--- src/rtl/proc_io_mailbox.sv ---
// proc_io_mailbox: bridges the processor's strobe-less word I/O ports to a
// host-side valid/ready stream pair. A change of level on a control bit in
// OutWord2 marks a transfer, so the previous levels are kept in togTx and togAck.
module proc_io_mailbox #(
    parameter int dataW     = 32,
    parameter int FifoDepth = 4
) (
    input  logic             clock,
    input  logic             reset,
    input  logic [dataW-1:0] OutWord1,
    input  logic [dataW-1:0] OutWord2,
    output logic [dataW-1:0] InpWord1,
    output logic [dataW-1:0] InpWord2,
    output logic [dataW-1:0] tx_data,
    output logic             tx_valid,
    input  logic             tx_ready,
    input  logic [dataW-1:0] rx_data,
    input  logic             rx_valid,
    output logic             rx_ready,
    output logic             overflow
);

    // Depth is a power of two, so the pointers wrap by plain overflow.
    localparam int AW = $clog2(FifoDepth);
    localparam logic [AW:0] FullCnt = (AW+1)'(FifoDepth);

    logic [dataW-1:0] mem [FifoDepth];
    logic [AW-1:0]    rdPtr;
    logic [AW-1:0]    wrPtr;
    logic [AW:0]      count;
    logic             togTx;
    logic             togAck;
    logic             ovf;
    logic             rxFull;
    logic [dataW-1:0] rxWord;

    logic pushEv;
    logic ackEv;
    logic pop;
    logic pushOk;
    logic drop;
    logic accept;
    logic fifoFull;
    logic [3:0] cnt4;

    // Only bits 31..29 of the control word carry meaning.
    logic unusedCtrlBits;
    assign unusedCtrlBits = ^OutWord2[28:0];

    assign fifoFull = (count == FullCnt);
    assign pushEv   = OutWord2[31] ^ togTx;
    assign ackEv    = OutWord2[30] ^ togAck;
    assign pop      = tx_valid && tx_ready;
    // A pop on the same edge frees the slot, so a full FIFO still takes the word.
    assign pushOk   = pushEv && (!fifoFull || pop);
    assign drop     = pushEv && !pushOk;
    assign accept   = rx_valid && !rxFull;

    // Remember last control levels so the next edge can detect a toggle.
    always_ff @(posedge clock or negedge reset) begin
        if (!reset) begin
            togTx  <= 1'b0;
            togAck <= 1'b0;
        end else begin
            togTx  <= OutWord2[31];
            togAck <= OutWord2[30];
        end
    end

    // TX FIFO storage, pointers and occupancy.
    always_ff @(posedge clock or negedge reset) begin
        if (!reset) begin
            for (int i = 0; i < FifoDepth; i++) begin
                mem[i] <= '0;
            end
            rdPtr <= '0;
            wrPtr <= '0;
            count <= '0;
        end else begin
            if (pushOk) begin
                mem[wrPtr] <= OutWord1;
                wrPtr      <= wrPtr + AW'(1);
            end
            if (pop) begin
                rdPtr <= rdPtr + AW'(1);
            end
            case ({pushOk, pop})
                2'b10:   count <= count + (AW+1)'(1);
                2'b01:   count <= count - (AW+1)'(1);
                default: count <= count;
            endcase
        end
    end

    // Sticky overflow; a drop on the clearing edge keeps it set.
    always_ff @(posedge clock or negedge reset) begin
        if (!reset) begin
            ovf <= 1'b0;
        end else if (drop) begin
            ovf <= 1'b1;
        end else if (OutWord2[29]) begin
            ovf <= 1'b0;
        end
    end

    // RX holding register; accept and ack are exclusive since rx_ready is low while full.
    always_ff @(posedge clock or negedge reset) begin
        if (!reset) begin
            rxWord <= '0;
            rxFull <= 1'b0;
        end else if (accept) begin
            rxWord <= rx_data;
            rxFull <= 1'b1;
        end else if (ackEv && rxFull) begin
            rxFull <= 1'b0;
        end
    end

    assign cnt4     = 4'(count);
    assign tx_valid = (count != '0);
    assign tx_data  = mem[rdPtr];
    assign rx_ready = !rxFull;
    assign overflow = ovf;
    assign InpWord1 = rxWord;
    assign InpWord2 = {{(dataW-8){1'b0}}, cnt4, togTx, ovf, fifoFull, rxFull};

endmodule

--- config.mk ---
export PLATFORM = sky130hd
export DESIGN_NAME = proc_io_mailbox
export DESIGN_NICKNAME = d
export VERILOG_FILES = /design/src/rtl/proc_io_mailbox.sv
export SDC_FILE = /design/constraint.sdc
export NUM_CORES = 1
export LEC_CHECK = 0
export CAP_MARGIN = 20
export CORE_MARGIN = 5
export CORE_UTILIZATION = 45
export DETAILED_ROUTE_END_ITERATION = 10
export MAX_ROUTING_LAYER = met4
export PLACE_DENSITY = 0.74
export SLEW_MARGIN = 15
export SYNTH_ARGS = -nofsm -noshare
export SYNTH_HDL_FRONTEND = slang
export SYNTH_SLANG_ARGS = --single-unit
--- constraint.sdc ---
create_clock -name clock -period 3 [get_ports clock]
set_input_delay 0.3 -clock clock [delete_from_list [all_inputs] [get_ports clock]]
set_output_delay 0.3 -clock clock [all_outputs]
set_load 0.02 [all_outputs]
==> results.cfg <==
[layout]
fin_util = 0.568
final_layout_size_suffix_gt1_frac = 0.403
areaGrowthSynthToFinish_pct = 25.1
final_nets = 709
diodes = 0

[power_and_ir_drop]
cellPowerDensity_nw_per_um2 = 1180
clockPowerShare = 0.182
p_seq_frac = 0.337
leakage_nw = 4.67
switching_share = 0.321
switchingPower_w = 0.00386
vdd_ir_drop_max_v = 0.000620
p_int_w = 0.00816
fin_total_pwr_w = 0.0120
share_comb_of_total_power = 0.481

[yosys]
synth_common_cells = dfrtp_1 (171), mux2_4 (120), mux2_2 (41)
ys_warn_count = 0
yosysSeqAreaShare = 0.526
synth.distinct_cells = 27
netlist_area_um2 = 8140
ys_ff_latch = 171
yosysTopAreaCellShare = 0.526
synth.avg_cell_area_um2 = 17.8
synth_compound_area_frac = 0.00292
synth-adder-area-share = 0.0101
synthSimpleGateAreaFrac = 0.0141
yosysTopAreaCell = dfrtp_1
muxShareOfSynthArea = 0.368
synth-async-reset-ratio = 1.00
syn_inst = 456
synth_xor_area_frac = 0.0109
synthTopCellsByArea = dfrtp_1 (53%), mux2_4 (22%), mux4_2 (8.9%), mux2_2 (5.7%), buf_12 (3.0%)
synth_most_common_cell = dfrtp_1
synth_top_family_by_area = multiplexers
synth_ff_type = dfrtp_1
synth_edf_count = 0

[setup_path]
worstPathMaxFanout = 20
cp.required_ns = 2.70
worstPathArrival_ns = 2.31
cp-end-kind = output pin
startpoint_type = flip-flop
path_class = reg -> out

[routing]
routed_wirelength_um = 16700
via_count = 4282
post_drt_wl_per_cell_um = 19.8
ant_nets = 0
drt-pass1-iter-count = 4
drtIter0Drc = 201
via_per_inst = 5.07
drc_errors = 0

[grt]
grt_pass1_wl_um = 26500
grt_antenna_before_repair = 0
grt_util_all_layers = 0.171
grt.overflow.total = 0
grt_pass1_vias = 4750
grt_max_degree = 85

[sta]
slew_headroom = 0.498
min_period_over_period = 0.871
rsz0062_at_grt = false
slew_viol_final = 0
tightestPinTransition_ns = 0.753
setup_viol = 0
finalCriticalPeriod_ns = 2.61
skew_ns = 0.0158
finalHoldViolCount = 0
max_freq_mhz = 383
setup_ws_ns = 0.388
finalSetupTns_ns = 0

[clock_network]
cts.clk_slew.worst_paths_ns = 0.06
root_buffer = clkbuf_16
htreeDepth = 4
postCtsSetupRepairBufs = 0
cts.sinks = 171
cts_tree = done
clock_latency_ns = 0.43
cts_inserted_buffers = 17
cts_buffer_depth = 2

[flow_run]
cap_violations = 0

[die]
start_util = 0.455
coreArea_um2 = 17900
die-width_um = 144
die_area_um2 = 20900
core.rowCount = 49
die_y_um = 144
pin_count = 199

[placed_design]
gp_congestion = 0.807
post-dp-hpwl_um = 11300
post-place-ws_ns = 0.366
io_buffers = 144

[min_path]
hold_class = in -> reg

[run_status]
status = finished clean
layer usage:
layer,track usage,up-vias,wire length [um]
li1,-,1882,-
met1,0.219,2233,7340
met2,0.271,149,7980
met3,0.0473,18,1220
met4,0.0427,0,179
met5,-,-,0
cell families after synthesis:
group / after synthesis
AOI/OAI and AO/OA: 3
xor gates and xnor gates: 8
adders and majority gates: 6
buffers and inverters: 62
DFF: 171
muxes: 194
other: 1
and+or+nand+nor: 11
stage by stage:
step / hold WS [ns] / cells / area [um^2]
floorplan: 0.00441 / 480 / 8230
detailed placement: 0.395 / 812 / 9580
global route: 0.372 / 845 / 10200
CTS: 0.373 / 845 / 10200
finish: 0.398 / 845 / 10200
global placement: 0.373 / 812 / 9580
registers in the layout, summed over array words and instances (netlist names):
signal	count
togTx	1
count	3
mem	128
togAck	1
rxFull	1
InpWord1	32
overflow	1
wrPtr	2
rdPtr	2
cell usage in the layout, fill, tap and decap left out, types with 3 or more instances in the layout:
cell type        instances
buf_12                   3
buf_4                   10
clkbuf_16               17
clkbuf_8                 3
clkdlybuf4s50_1        143
clkinv_2                 3
clkinv_4                 3
conb_1                  25
dfrtp_1                169
ha_1                     5
inv_1                    8
mux2_2                  41
mux2_4                 120
mux4_2                  32
nand3_4                  4
xnor2_1                  4
xor2_1                   3
critical path, cell delays in order, from the launching register on:
cell,delay (ns)
dfrtp_2,0.35
buf_4,0.37
mux4_2,0.57
clkdlybuf4s50_1,0.60
power by group through the flow:
stage          sequential (W)  combinational, W  clock [W]
2_1_floorplan         0.00399           0.00404          0
3_5_place_dp          0.00408           0.00584          0
3_3_place_gp          0.00397           0.00576          0
5_1_grt               0.00418           0.00612    0.00235
6_report              0.00405           0.00578    0.00219
4_1_cts               0.00406           0.00587    0.00226
repair_timing:
item / CTS / global route
hold endpoints to repair: 82 / 0
resized for setup: 0 / 0
hold buffers: 1 / 0
final cells by class:
cell class	instances	area, um^2
Timing Repair Buffer	158	1590
Tap cell	229	287
Fill cell	1357	7720
Clock buffer	22	474
Sequential cell	171	4280
Inverter	8	30.0
Multi-Input combinational cell	247	3400
Clock inverter	10	116
path summary, 6_finish.rpt:
kind | startpoint | end | slack, ns | cells after the start
worst max-delay path | rdPtr[0] | tx_data[10] | 0.39 | 3
worst min-delay path | OutWord2[30] | togAck | 0.40 | 1
worst max register to register | count[0] | count[2] | 0.60 | 8
worst min register to register | mem[63] | mem[63] | 0.50 | 1
max in group asynchronous | reset | mem[106] | 1.67 | 3
min in group asynchronous | reset | InpWord1[0] | 0.49 | 2
Power figures use the tool's default switching activity.
